### src/rtl/seqgen_pkg.sv
// Shared definitions for the seqgen serial pattern transmitter.
package seqgen_pkg;

  typedef enum logic [2:0] {
    IDLE = 3'd0,
    SEND = 3'd1,
    GAP  = 3'd2,
    DONE = 3'd3
  } state_e;

  localparam logic [7:0] PAT_93 = 8'b10010011;

endpackage

### src/rtl/seqgen_shreg.sv
// Load/shift-left register with MSB tap; load takes priority over shift.
module seqgen_shreg #(
  parameter int W = 8
) (
  input  logic         clk,
  input  logic         rst_n,
  input  logic         load,
  input  logic         shift,
  input  logic [W-1:0] d,
  output logic         msb
);

  logic [W-1:0] q;

  always_ff @(posedge clk or negedge rst_n) begin
    if (!rst_n)     q <= '0;
    else if (load)  q <= d;
    else if (shift) q <= q << 1;
  end

  assign msb = q[W-1];

endmodule

### src/rtl/seqgen_93.sv
// Serial pattern transmitter: sends a latched pattern MSB-first, optionally
// repeated with zero-gap cycles between copies.
module seqgen_93
  import seqgen_pkg::*;
#(
  parameter int PAT_W   = 8,
  parameter int REP_W   = 4,
  parameter int GAP_CYC = 2
) (
  input  logic             Clk,
  input  logic             Reset,
  input  logic             Start,
  input  logic             Abort,
  input  logic [PAT_W-1:0] Pattern,
  input  logic [REP_W-1:0] Reps,
  output logic             Out,
  output logic             Valid,
  output logic             Busy,
  output logic             Done
);

  localparam int BW = (PAT_W > 1) ? $clog2(PAT_W) : 1;
  localparam int GW = (GAP_CYC > 1) ? $clog2(GAP_CYC) : 1;
  localparam logic [BW-1:0] BIT_LAST = BW'(PAT_W - 1);
  localparam logic [GW-1:0] GAP_LAST = GW'((GAP_CYC > 0) ? GAP_CYC - 1 : 0);

  state_e           state;
  logic [PAT_W-1:0] pat_q;
  logic [REP_W-1:0] repcnt;
  logic [BW-1:0]    bitcnt;
  logic [GW-1:0]    gapcnt;
  logic             valid_q, busy_q, done_q;
  logic             sh_load, sh_shift, sh_msb;
  logic [PAT_W-1:0] sh_d;

  // Shift-register control follows the FSM transitions below: load on the
  // accepted Start, on a back-to-back repeat, and on leaving the gap.
  always_comb begin
    sh_load  = 1'b0;
    sh_shift = 1'b0;
    sh_d     = pat_q;
    case (state)
      IDLE: if (Start && !Abort) begin
        sh_load = 1'b1;
        sh_d    = Pattern;
      end
      SEND: if (!Abort) begin
        if (bitcnt == BIT_LAST && repcnt != '0 && GAP_CYC == 0) sh_load = 1'b1;
        else                                                     sh_shift = 1'b1;
      end
      GAP: if (!Abort && gapcnt == GAP_LAST) sh_load = 1'b1;
      default: ;
    endcase
  end

  seqgen_shreg #(.W(PAT_W)) u_shreg (
    .clk   (Clk),
    .rst_n (Reset),
    .load  (sh_load),
    .shift (sh_shift),
    .d     (sh_d),
    .msb   (sh_msb)
  );

  always_ff @(posedge Clk or negedge Reset) begin
    if (!Reset) begin
      state   <= IDLE;
      pat_q   <= '0;
      repcnt  <= '0;
      bitcnt  <= '0;
      gapcnt  <= '0;
      valid_q <= 1'b0;
      busy_q  <= 1'b0;
      done_q  <= 1'b0;
    end else begin
      case (state)
        IDLE: if (Start && !Abort) begin
          pat_q   <= Pattern;
          repcnt  <= Reps;
          bitcnt  <= '0;
          gapcnt  <= '0;
          state   <= SEND;
          valid_q <= 1'b1;
          busy_q  <= 1'b1;
        end
        SEND: begin
          if (Abort) begin
            state   <= IDLE;
            valid_q <= 1'b0;
            busy_q  <= 1'b0;
          end else if (bitcnt == BIT_LAST) begin
            bitcnt <= '0;
            if (repcnt == '0) begin
              state   <= DONE;
              valid_q <= 1'b0;
              done_q  <= 1'b1;
            end else if (GAP_CYC == 0) begin
              repcnt <= repcnt - REP_W'(1);
            end else begin
              state   <= GAP;
              valid_q <= 1'b0;
              gapcnt  <= '0;
            end
          end else begin
            bitcnt <= bitcnt + BW'(1);
          end
        end
        GAP: begin
          if (Abort) begin
            state  <= IDLE;
            busy_q <= 1'b0;
          end else if (gapcnt == GAP_LAST) begin
            repcnt  <= repcnt - REP_W'(1);
            gapcnt  <= '0;
            state   <= SEND;
            valid_q <= 1'b1;
          end else begin
            gapcnt <= gapcnt + GW'(1);
          end
        end
        DONE: begin
          state  <= IDLE;
          done_q <= 1'b0;
          busy_q <= 1'b0;
        end
        default: begin
          state   <= IDLE;
          valid_q <= 1'b0;
          busy_q  <= 1'b0;
          done_q  <= 1'b0;
        end
      endcase
    end
  end

  assign Out   = valid_q & sh_msb;
  assign Valid = valid_q;
  assign Busy  = busy_q;
  assign Done  = done_q;

endmodule
### config.mk
export PLATFORM = sky130hd
export DESIGN_NAME = seqgen_93
export DESIGN_NICKNAME = d
export VERILOG_FILES = /design/src/rtl/seqgen_pkg.sv /design/src/rtl/seqgen_shreg.sv /design/src/rtl/seqgen_93.sv
export SDC_FILE = /design/constraint.sdc
export NUM_CORES = 1
export LEC_CHECK = 0
export CORE_UTILIZATION = 50
export CTS_CLUSTER_DIAMETER = 120
export DETAILED_ROUTE_END_ITERATION = 6
export GPL_TIMING_DRIVEN = 0
export PLACE_DENSITY = 0.73
export SYNTH_ARGS = -nofsm -noshare
export SYNTH_HDL_FRONTEND = slang
export SYNTH_SLANG_ARGS = --single-unit
### constraint.sdc
create_clock -name Clk -period 4.93 [get_ports Clk]
set_input_delay 0.7395 -clock Clk [delete_from_list [all_inputs] [get_ports Clk]]
set_output_delay 0.7395 -clock Clk [all_outputs]
set_load 0.005 [all_outputs]
==> run metrics <==
pwr/cell area approximately 540 nW/µm²; Clock Skew 0.00512 ns; share of flip-flops with an asynchronous set or reset 100%; post-synthesis cell area around 1500 µm²; Port-buffer cells 18; syn_nets about 170; final setup TNS 0 ns; met1 GRT Util 25.9%; Setup crit end kind register; Mapped Cells about 150; largest family of logic cells by synthesized area simple AND/OR/NAND/NOR gates; # fillers between 200 and 300; Die H roughly 58 µm; switching power around 360 µW; Post-CTS Setup Inserts 0; Leak Pwr 0.808 nW; overall routing resource usage a little over a fifth; Hold WC Path Type in -> async; Core ar. approximately 2800 µm²; TritonCTS clock tree yes; met2 Usage GRT about a third; H-tree levels 2; Syn. warnings 0; final slew viol count 0; Max Fclk around 490 MHz; layout cells sized above 1 between 10% and 20%; outcome finished, violations left; clock sink count 29; period utilisation layout around two fifths; DR vias/cell 5.71; drc violations 2; Die Area approximately 3300 µm²; TritonRoute pass-1 iters 6; initial antenna violation count 0; largest net degree at the start of global routing 30; compound-gate portion of the synthesized area a little over an eighth; sequential-to-total area share from yosys stat between 40% and 50%; Tmin final 2.06 ns; IR drop worst, VDD between 0.3 and 0.4 mV; GR Overflow Total 0; hold_buf cts 0; RSZ-0062 raised after global routing false; crit start category primary input; Seq cells post-synth 29; via count ~1.1k; Least-Margin Pin Slew around 0.64 ns; vias in the first global route about 1.2k; Clk pwr share between 10% and 20%; DP Worst Slack between 2 and 3 ns; P_int 619 µW; Layout Nets 193; failing checks design-rule violations; CP Class in -> reg; Gate power share between 40% and 50%; final wirelength 2.96 mm; first-pass GRT wire length between 5 and 6 mm; Simple-Gate Fraction of Synth Area around 15%; die width ~58 µm; initial core utilization 54.5%; Top Ports 20; # diodes 0; top_reg_cell synth dfrtp_1; estimated wirelength of the detail-placed design between 2 and 2.5 mm; Initial DRC Count a little under 60; P&R area growth vs syn 17.4%; library cells used by synthesis 37; met3 GRT Util between 6 and 7%; r2r setup slk between 3 and 4 ns; Worst Path Required slightly above 5 ns; CP Max Fanout 7; RD Place Congestion 0.839; Worst slew margin a little under three fifths; DR WL/cell 14.7 µm; CTS clk-pin slew, worst paths about 0.090 ns; post-synthesis mux area share 14.5%; final hold violation count 0; PnR worst setup slack ~2.9 ns; Clock Latency Late Sink 0.32 ns; sequential power share between 40% and 50%; number of enable flip-flop cells after synthesis 0; clk buf depth 2; Setup Viol. Count Final 0; Cell Rows 19; CTS root buffer clkbuf_4; CP Data Arrival Time 2.26 ns; CTS resizes 0; GR peak layer met2; XOR/XNOR share of the synthesized area 0%; CTS buffer count 5; Adder-Cell Fraction of Synth Area around 5.7%; Max Cap Viol 0; Post-DRT Antenna Nets 0; Switching Share 36.7%; Avg Inst Size Synth around 11 µm²
-- logic make-up after synthesis --
| family | count (synthesis) |
|---|---|
| adders and majority gates | 7 |
| muxes | 21 |
| and+or+nand+nor | 41 |
| buffers and inverters | 14 |
| AOI/OAI and AO/OA | 33 |
| DFF | 29 |
-- final cells by class --
class / instances / area, µm² / share of cell area (%)
multi-input combinational: 102 / 746 / 41.2
buffer: 6 / 41.3 / 2.28
inverter: 8 / 30.0 / 1.66
clock buffer: 7 / 55.1 / 3.04
tap: 31 / 38.8 / 2.14
sequential: 29 / 726 / 40.1
timing repair buffer: 18 / 175 / 9.67
-- through the flow --
| step | instance area (µm²) | power, mW | std cells | util, % | hold WS [ns] |
|---|---|---|---|---|---|
| finish | 1810 | 0.978 | 201 | 64.0 | 0.432 |
| global route | 1810 | 1.07 | 201 | 64.0 | 0.455 |
| CTS | 1820 | 0.985 | 201 | 64.2 | 0.506 |
| detailed placement | 1760 | 0.839 | 194 | 62.3 | 0.486 |
| global placement | 1760 | 0.811 | 194 | 62.3 | 0.478 |
| floorplan | 1540 | 0.716 | 145 | - | 0.444 |
-- power by group through the flow --
stage	registers [mW]	logic [mW]	clock network, mW
floorplan	0.387	0.328	0
global placement	0.396	0.415	0
detailed placement	0.404	0.436	0
CTS	0.398	0.439	0.148
global route	0.411	0.494	0.161
finish	0.398	0.435	0.145
-- flip-flops by register name, indices dropped and copies added (netlist names) --
signal / flops
state: 2
gapcnt: 1
Done: 1
u_shreg.q: 8
Busy: 1
bitcnt: 3
repcnt: 4
Valid: 1
pat_q: 8
-- worst paths after layout --
path                                       from                        to  cells past startpoint
setup / recovery                          Start     repcnt[2]$_DFFE_PN0P_                      5
hold / removal                            Reset        gapcnt$_DFFE_PN0P_                      1
setup reg to reg           state[1]$_DFFE_PN0P_     repcnt[2]$_DFFE_PN0P_                      7
hold reg to reg              pat_q[0]$_DFF_PN0_        pat_q[0]$_DFF_PN0_                      1
max in group asynchronous                 Reset  u_shreg.q[4]$_DFFE_PN0P_                      1
min in group Clk             pat_q[0]$_DFF_PN0_        pat_q[0]$_DFF_PN0_                      1
-- cells in the mapped netlist (2+ instances only) --
master / instances / area (µm²)
nor3_1: 2 / 10.0
nor2_1: 6 / 22.5
nor2b_1: 4 / 25.0
nor3b_1: 2 / 15.0
dfrtp_1: 29 / 726
nor2_2: 2 / 12.5
a31oi_1: 2 / 12.5
o21ai_1: 2 / 10.0
o21ai_0: 15 / 75.1
nand2_1: 13 / 48.8
buf_4: 2 / 15.0
inv_1: 8 / 30.0
ha_1: 7 / 87.6
mux2_2: 10 / 113
nand2b_1: 4 / 25.0
mux2i_1: 10 / 100
a21oi_1: 3 / 15.0
a22oi_1: 3 / 22.5
buf_2: 3 / 15.0
-- critical path, cell delays in order --
cell and delay (ns):
clkdlybuf4s50_1 0.62, nor2b_1 0.16, nor4_4 0.43, mux2i_1 0.23, nand3_1 0.08
-- cells in the final DEF (no fill, tap or decap), types with 5 or more instances in the layout --
| cell type | count |
|---|---|
| ha_1 | 7 |
| inv_1 | 8 |
| clkbuf_4 | 5 |
| mux2i_1 | 10 |
| nor2_1 | 6 |
| nand2_1 | 13 |
| clkdlybuf4s50_1 | 17 |
| o21ai_0 | 15 |
| mux2_2 | 10 |
| dfrtp_1 | 29 |
-- layer usage --
metal / up-vias / wire, µm
met5: - / 0
met4: 0 / 23
met3: 2 / 178
met2: 35 / 1450
met1: 549 / 1310
li1: 562 / -
(Power assumes the default switching activity.)
